===== config.mk =====
export PLATFORM = sky130hd
export DESIGN_NAME = cache_arbiter
export DESIGN_NICKNAME = d
export VERILOG_FILES = /design/src/rtl/cache_arbiter_pkg.sv /design/src/rtl/cache_arbiter_sat_counter.sv /design/src/rtl/cache_arbiter.sv
export SDC_FILE = /design/constraint.sdc
export NUM_CORES = 1
export LEC_CHECK = 0
export CAP_MARGIN = 20
export CORE_AREA = 2 2 557 559
export CTS_CLUSTER_SIZE = 40
export DETAILED_ROUTE_END_ITERATION = 12
export DIE_AREA = 0 0 559 561
export MAX_ROUTING_LAYER = met4
export PLACE_DENSITY = 0.3
export SLEW_MARGIN = 25
export SYNTH_ARGS = -nofsm -noshare
export SYNTH_HDL_FRONTEND = slang
export SYNTH_SLANG_ARGS = --single-unit

===== constraint.sdc =====
create_clock -name clk -period 5.3 [get_ports clk]
set_input_delay 0.53 -clock clk [delete_from_list [all_inputs] [get_ports clk]]
set_output_delay 0.53 -clock clk [all_outputs]
set_load 0.02 [all_outputs]

===== src/rtl/cache_arbiter_pkg.sv =====
// rtl/cache_arbiter_pkg.sv - shared types and helpers for the cache arbiter
//
// Purpose : state and requester encodings used by cache_arbiter, plus the
//           line-alignment helper applied to both cache addresses.
// Ports   : none (package).

package arb_types;

  typedef enum logic [1:0] {
    IDLE    = 2'd0,
    SERVE_I = 2'd1,
    SERVE_D = 2'd2
  } arb_state_t;

  typedef enum logic {
    REQ_I = 1'b0,
    REQ_D = 1'b1
  } requester_t;

  // Clears the low off_w bits so the adaptor always sees a line address.
  function automatic logic [31:0] line_align(input logic [31:0] addr,
                                             input int unsigned off_w);
    logic [31:0] mask;
    mask = 32'hFFFF_FFFF << off_w;
    return addr & mask;
  endfunction

endpackage


===== src/rtl/cache_arbiter_sat_counter.sv =====
// rtl/cache_arbiter_sat_counter.sv - saturating up-counter for wait statistics
//
// Purpose : counts cycles where inc_i is high, sticking at all-ones instead
//           of wrapping so a long stall never reads back as a short one.
// Ports   : clk    in   clock
//           rst    in   asynchronous active-high reset (clears count)
//           inc_i  in   count this cycle
//           clr_i  in   synchronous clear, wins over inc_i
//           cnt_o  out  current count (CNT_W bits)

module sat_counter #(
  parameter int CNT_W = 32
) (
  input  logic             clk,
  input  logic             rst,
  input  logic             inc_i,
  input  logic             clr_i,
  output logic [CNT_W-1:0] cnt_o
);

  localparam logic [CNT_W-1:0] CNT_MAX = {CNT_W{1'b1}};
  localparam logic [CNT_W-1:0] CNT_ONE = {{(CNT_W-1){1'b0}}, 1'b1};

  logic [CNT_W-1:0] cnt_q;
  logic [CNT_W-1:0] cnt_d;

  always_comb begin
    cnt_d = cnt_q;
    if (clr_i) begin
      cnt_d = '0;
    end else if (inc_i && (cnt_q != CNT_MAX)) begin
      cnt_d = cnt_q + CNT_ONE;
    end
  end

  always_ff @(posedge clk or posedge rst) begin
    if (rst) begin
      cnt_q <= '0;
    end else begin
      cnt_q <= cnt_d;
    end
  end

  assign cnt_o = cnt_q;

endmodule


===== src/rtl/cache_arbiter.sv =====
// rtl/cache_arbiter.sv - round-robin arbiter for the shared physical-memory line port
//
// Purpose : lets the icache and dcache share one cacheline adaptor. One
//           requester is granted at a time and keeps the grant until the
//           adaptor answers with mem_resp; under contention the grant
//           alternates. Two saturating counters record how long each cache
//           waited while it was not being served.
// Ports   : clk, rst                        clock, async active-high reset
//           icache_pmem_read/address        icache line read request
//           icache_pmem_rdata/resp          line data and done to icache
//           dcache_pmem_read/write/address  dcache read / writeback request
//           dcache_pmem_wdata               dcache writeback line
//           dcache_pmem_rdata/resp          line data and done to dcache
//           mem_read/write/address/wdata    request to the adaptor
//           mem_rdata/resp                  adaptor data and done
//           icache_wait_cnt/dcache_wait_cnt cycles each cache waited ungranted

module cache_arbiter
  import arb_types::*;
#(
  parameter int LINE_W   = 256,
  parameter int OFFSET_W = 5,
  parameter int CNT_W    = 32
) (
  input  logic              clk,
  input  logic              rst,

  input  logic              icache_pmem_read,
  input  logic [31:0]       icache_pmem_address,
  output logic [LINE_W-1:0] icache_pmem_rdata,
  output logic              icache_pmem_resp,

  input  logic              dcache_pmem_read,
  input  logic              dcache_pmem_write,
  input  logic [31:0]       dcache_pmem_address,
  input  logic [LINE_W-1:0] dcache_pmem_wdata,
  output logic [LINE_W-1:0] dcache_pmem_rdata,
  output logic              dcache_pmem_resp,

  output logic              mem_read,
  output logic              mem_write,
  output logic [31:0]       mem_address,
  output logic [LINE_W-1:0] mem_wdata,
  input  logic [LINE_W-1:0] mem_rdata,
  input  logic              mem_resp,

  output logic [CNT_W-1:0]  icache_wait_cnt,
  output logic [CNT_W-1:0]  dcache_wait_cnt
);

  arb_state_t state_q, state_d;
  requester_t last_q, last_d;

  logic i_req;
  logic d_req;

  assign i_req = icache_pmem_read;
  assign d_req = dcache_pmem_read | dcache_pmem_write;

  always_ff @(posedge clk or posedge rst) begin
    if (rst) begin
      state_q <= IDLE;
      last_q  <= REQ_I;
    end else begin
      state_q <= state_d;
      last_q  <= last_d;
    end
  end

  // Every mem_* output is a function of state_q, so a request can never
  // reach the adaptor in the cycle it first appears.
  always_comb begin
    state_d           = state_q;
    last_d            = last_q;
    mem_read          = 1'b0;
    mem_write         = 1'b0;
    mem_address       = 32'h0;
    mem_wdata         = '0;
    icache_pmem_resp  = 1'b0;
    icache_pmem_rdata = '0;
    dcache_pmem_resp  = 1'b0;
    dcache_pmem_rdata = '0;

    unique case (state_q)
      IDLE: begin
        // mem_resp is deliberately ignored here: nobody owns the port.
        if (i_req && d_req) begin
          state_d = (last_q == REQ_I) ? SERVE_D : SERVE_I;
        end else if (i_req) begin
          state_d = SERVE_I;
        end else if (d_req) begin
          state_d = SERVE_D;
        end
      end

      SERVE_I: begin
        mem_read    = 1'b1;
        mem_address = line_align(icache_pmem_address, OFFSET_W);
        if (mem_resp) begin
          icache_pmem_resp  = 1'b1;
          icache_pmem_rdata = mem_rdata;
          last_d            = REQ_I;
          // Never straight back to SERVE_I: a back-to-back icache request
          // goes through IDLE so a waiting dcache wins the next grant.
          state_d           = d_req ? SERVE_D : IDLE;
        end
      end

      SERVE_D: begin
        // A writeback outranks a read when both are raised together.
        mem_write   = dcache_pmem_write;
        mem_read    = dcache_pmem_read & ~dcache_pmem_write;
        mem_address = line_align(dcache_pmem_address, OFFSET_W);
        mem_wdata   = dcache_pmem_wdata;
        if (mem_resp) begin
          dcache_pmem_resp  = 1'b1;
          dcache_pmem_rdata = mem_rdata;
          last_d            = REQ_D;
          state_d           = i_req ? SERVE_I : IDLE;
        end
      end

      default: begin
        state_d = IDLE;
      end
    endcase
  end

  sat_counter #(.CNT_W(CNT_W)) u_icache_wait (
    .clk   (clk),
    .rst   (rst),
    .inc_i (i_req && (state_q != SERVE_I)),
    .clr_i (1'b0),
    .cnt_o (icache_wait_cnt)
  );

  sat_counter #(.CNT_W(CNT_W)) u_dcache_wait (
    .clk   (clk),
    .rst   (rst),
    .inc_i (d_req && (state_q != SERVE_D)),
    .clr_i (1'b0),
    .cnt_o (dcache_wait_cnt)
  );

  // A granted cache must hold its request until it sees its resp; dropping
  // it early leaves the adaptor mid-transfer with nobody listening.
  a_icache_held: assert property (@(posedge clk) disable iff (rst)
    (state_q == SERVE_I) |-> icache_pmem_read);

  a_dcache_held: assert property (@(posedge clk) disable iff (rst)
    (state_q == SERVE_D) |-> (dcache_pmem_read || dcache_pmem_write));

endmodule


Word level (Yosys, flattened, before mapping) --
Cells that the tools add are included.
Cells by class: equal/unequal tests 9, bitwise logic cells 3, reduce and logical (&&, ||, !) cells 9, add/sub/neg operators 2, multiplexer cells 22
Operators by type and width (count):
- 2-to-1 mux 256 bit | 4
- adder 32 x 1 -> 32 bit, second input constant | 2
- != test 32 bit, second input constant | 2
- one-hot mux 32 bit (2 select lines) | 1
- 2-to-1 mux 2 bit | 7
- 2-to-1 mux 1 bit | 7
- != test 2 bit, second input constant | 3
- one-hot mux 2 bit (3 select lines) | 1
- AND reduction 3 bit | 2
- logical AND 1 bit | 5
- != test 4 bit, second input constant | 1
- one-hot mux 1 bit (2 select lines) | 2
- equality test 2 x 1 -> 1 bit, second input constant | 1
- equality test 2 bit, second input constant | 1
- zero test 2 bit | 1
- != test 2 x 1 -> 1 bit, second input constant | 1
- nonzero test 2 bit | 1
- bitwise AND 1 bit | 1
- NOT 1 bit | 1
- bitwise OR 1 bit | 1
Word-level totals: register bits 67, output and inout port bits 868, logic and storage cells 49

Depth between registers and ports, before layout --
depth after elaboration 5, mapped depth 8, gate-level depth less buffers 7

By module --
Synthesis repeated with hierarchy kept, for this count alone.
Second synthesis, totals: cell total of the unflattened synthesis 1401, area total of the unflattened synthesis 9800.6 µm²
By module, submodules not included:
- cache_arbiter | sequential area each 75.1 µm², times used 1, area an instance 6147.1 µm², cells each 1011
- sat_counter | sequential area each 800.8 µm², times used 2, area an instance 1826.8 µm², cells each 195

Worst setup path after synthesis --
Ideal clock, no wire load.
kind register to output, start point reg state_q[0], end point out dcache_pmem_rdata[232], cell stages (with the launch flop) 7, data required time 4.770 ns, arrival 1.709 ns, slack 3.061 ns, cell sequence dfrtp_1 > inv_1 > ha_1 > clkbuf_1 > clkbuf_1 > clkbuf_1 > and3_1
Between the ends: word-level cells in the longest chain between the ends 2
RTL lines:
- start: declaration | RTL line cache_arbiter.sv:51 | arb_state_t state_q, state_d;
- start signal: assignment | RTL line cache_arbiter.sv:65 | state_q <= state_d;
- equality test 2 bit | RTL line cache_arbiter.sv:84 | unique case (state_q)
- 2-to-1 mux 256 bit | RTL line cache_arbiter.sv:84
- end: declaration | RTL line cache_arbiter.sv:37 | output logic [LINE_W-1:0] dcache_pmem_rdata,
Every way passes these cells.

Worst setup path after layout --
start point reg state_q[0], end point out dcache_pmem_rdata[218]
The elaborated chain is that of the path after synthesis.

==> metrics.txt <==
routed via count between 15k and 20k; post-synthesis register bit count 67; Layout area overhead 216%; clock slew at reported path FFs about 0.060 ns; Final Skew 0.00558 ns; Pre-antenna DRT Iters 4; clock insertion delay at the later pin of the skew report around 0.35 ns; CP endpoint kind output pin; clock root cell clkbuf_16; grt met3 use 0.0862; H-tree levels 3; VDD IR max 0.232 mV; largest family of logic cells by synthesized area simple AND/OR/NAND/NOR gates; Yosys top cell area share 0.358; Mapped Cells 1287; Yosys top cell by area and3_1; Num CTS Buffers 9; setup TNS 0 ns; total track usage 0.164; hold path cells 1; CTS tree built; CP max FO 59; final max-slew violation count 0; num rows 204; Bufs on Longest Clock Path 2; pwr/cell area 327 nW/um^2; Post-synth EDFFs 0; fill count between 30k and 40k; CP Data Required Time between 4 and 5 ns; synth top area cells and3_1, dfrtp_1, and2_1; detailed placement HPWL 243 mm; number of remaining DRC errors 0; r2r setup slk 2.41 ns; crit share post-route 0.733; gp weighted congestion 0.967; initial antenna violation count 277; clock sinks 67; Final Hold Violating Endpoints 0; initial core utilization 0.0297; count of cell types in the netlist 47; # resized after CTS 0; nets 3199; Worst Path Arrival 3.36 ns; io pins ~1.5k; fmax 257 MHz; setup bufs post-CTS 0; Synth Cell Area 9130 sq um; drt initial violations 879; vias in the first global route 17.4k; Die Y between 500 and 600 microns; Slew @ Worst Pin 1.03 ns; RSZ-0062 raised after global routing no; most common cell after layout, fill and taps aside clkdlybuf4s50_1; fin crit period about 3.9 ns; Remaining Overflow, GRT 0; Multi-input gate area around 6800 sq um; HP Class reg2reg; gr busiest metal met2; Post-synth ARST share 1.00; sequential cell area 1680 sq um; share of the yosys chip area belonging to registers 0.184; leakage power 11.0 nW; die area 314000 sq um; status complete, no violations; Final ANT Viol Nets 0; met2 usage in global routing 0.236; post-synthesis compound-gate area fraction 0.0452; critical path startpoint category flop; met1 usage 0.207; Top FF cell, synth dfrtp_1; share of layout cells above drive strength 1 0.0325; crit path kind reg2out; first-pass GRT wire length 301 mm; synth warn 0; final WL between 200 and 300 mm; worst-case reg-to-reg path depth 8; post-synthesis mux area share 0.00123; Power, Total approximately 9.4 mW; Slew HR 0.313; most frequent cells in the layout clkdlybuf4s50_1, and3_1, and2_1, dfrtp_1, xnor2_1; post-layout util 0.0938; Routed WL per cell 38.0 microns; final setup vio count 0; pin count of the biggest net entering global routing 138; PortBufs 1434; Via density 2.50; core area 308000 sq um; Synth Area in Adders 0.00822; area share of and/or/nand/nor cells after synthesis 0.630; area share of xor/xnor cells in the synthesized design 0.0595; hold buffer count at cts 0; syn_area_per_cell 7.10 sq um; DIE WIDTH 559 microns; max-cap viol count 0
-- critical path, stage by stage (launching register included) --
cell             delay (ns)
dfrtp_1                0.43
inv_1                  0.16
ha_4                   0.43
buf_4                  0.58
and3_1                 0.59
clkdlybuf4s50_1        0.72
-- layout make-up --
| cell class | count | share of cell area |
|---|---|---|
| clock inverters | 3 | 0.000521 |
| well taps | 4120 | 0.179 |
| inverters | 6 | 0.000781 |
| clock buffers | 13 | 0.00833 |
| flip-flops and latches | 67 | 0.0581 |
| diodes | 103 | 0.00894 |
| multi-input cells | 1058 | 0.237 |
| repair buffers | 1469 | 0.507 |
-- worst paths after layout --
kind,endpoint,from
max,dcache_pmem_rdata[218],state_q[0]
min,u_icache_wait.cnt_o[31],u_icache_wait.cnt_o[31]
max reg2reg,u_dcache_wait.cnt_o[19],state_q[0]
min reg2reg,u_icache_wait.cnt_o[31],u_icache_wait.cnt_o[31]
max in group asynchronous,u_dcache_wait.cnt_o[18],rst
min in group asynchronous,u_icache_wait.cnt_o[10],rst
-- registers in the layout, summed over array words and instances, names as in the netlist --
name / count
state_q: 2
last_q: 1
u_icache_wait.cnt_o: 32
u_dcache_wait.cnt_o: 32
-- cells by family (layout without fill, tap and decap cells) --
kind of cell             after synthesis  count (layout)
buffers and inverters                166            1491
XOR/XNOR                              62              62
multiplexers                           1               1
adder cells (fa/ha/maj)                6               6
AO/OA/AOI/OAI                         49              49
AND/OR/NAND/NOR                      935             935
other                                  1             108
flip-flops                            67              67
-- synth_stat cells, types with 3 or more instances --
cell,n
and4_1,13
nor3_1,8
clkbuf_1,149
dfrtp_1,67
and3_1,522
nand3_1,22
nand2_1,30
xor2_1,27
nand4_1,22
ha_1,6
a22oi_1,27
buf_4,5
xnor2_1,35
nor2b_1,28
a21oi_1,3
and2_1,263
inv_1,6
nor4_1,4
nor2_1,17
-- metrics by stage --
stage / hold WS [ns] / area, sq um / setup WS, ns / instances
2_1_floorplan: 0.467 / 9150 / 3.06 / 1291
3_3_place_gp: 0.487 / 28400 / 1.81 / 6720
3_5_place_dp: 0.493 / 28400 / 1.79 / 6720
4_1_cts: 0.505 / 28700 / 1.41 / 6736
5_1_grt: 0.514 / 28800 / 1.35 / 6815
6_report: 0.504 / 28800 / 1.41 / 6839
-- power breakdown --
group	internal [mW]	switching [mW]
Combinational	2.94	5.28
Sequential	0.572	0.0901
Clock	0.315	0.237
Total	3.82	5.61
-- metal layers --
layer  routed length (microns)  vias up
li1                          -     7265
met1                    115000     8262
met2                    107000     1388
met3                     34200      214
met4                      3830        0
met5                         0        -
Note: power is estimated with default switching activity, not from simulation.
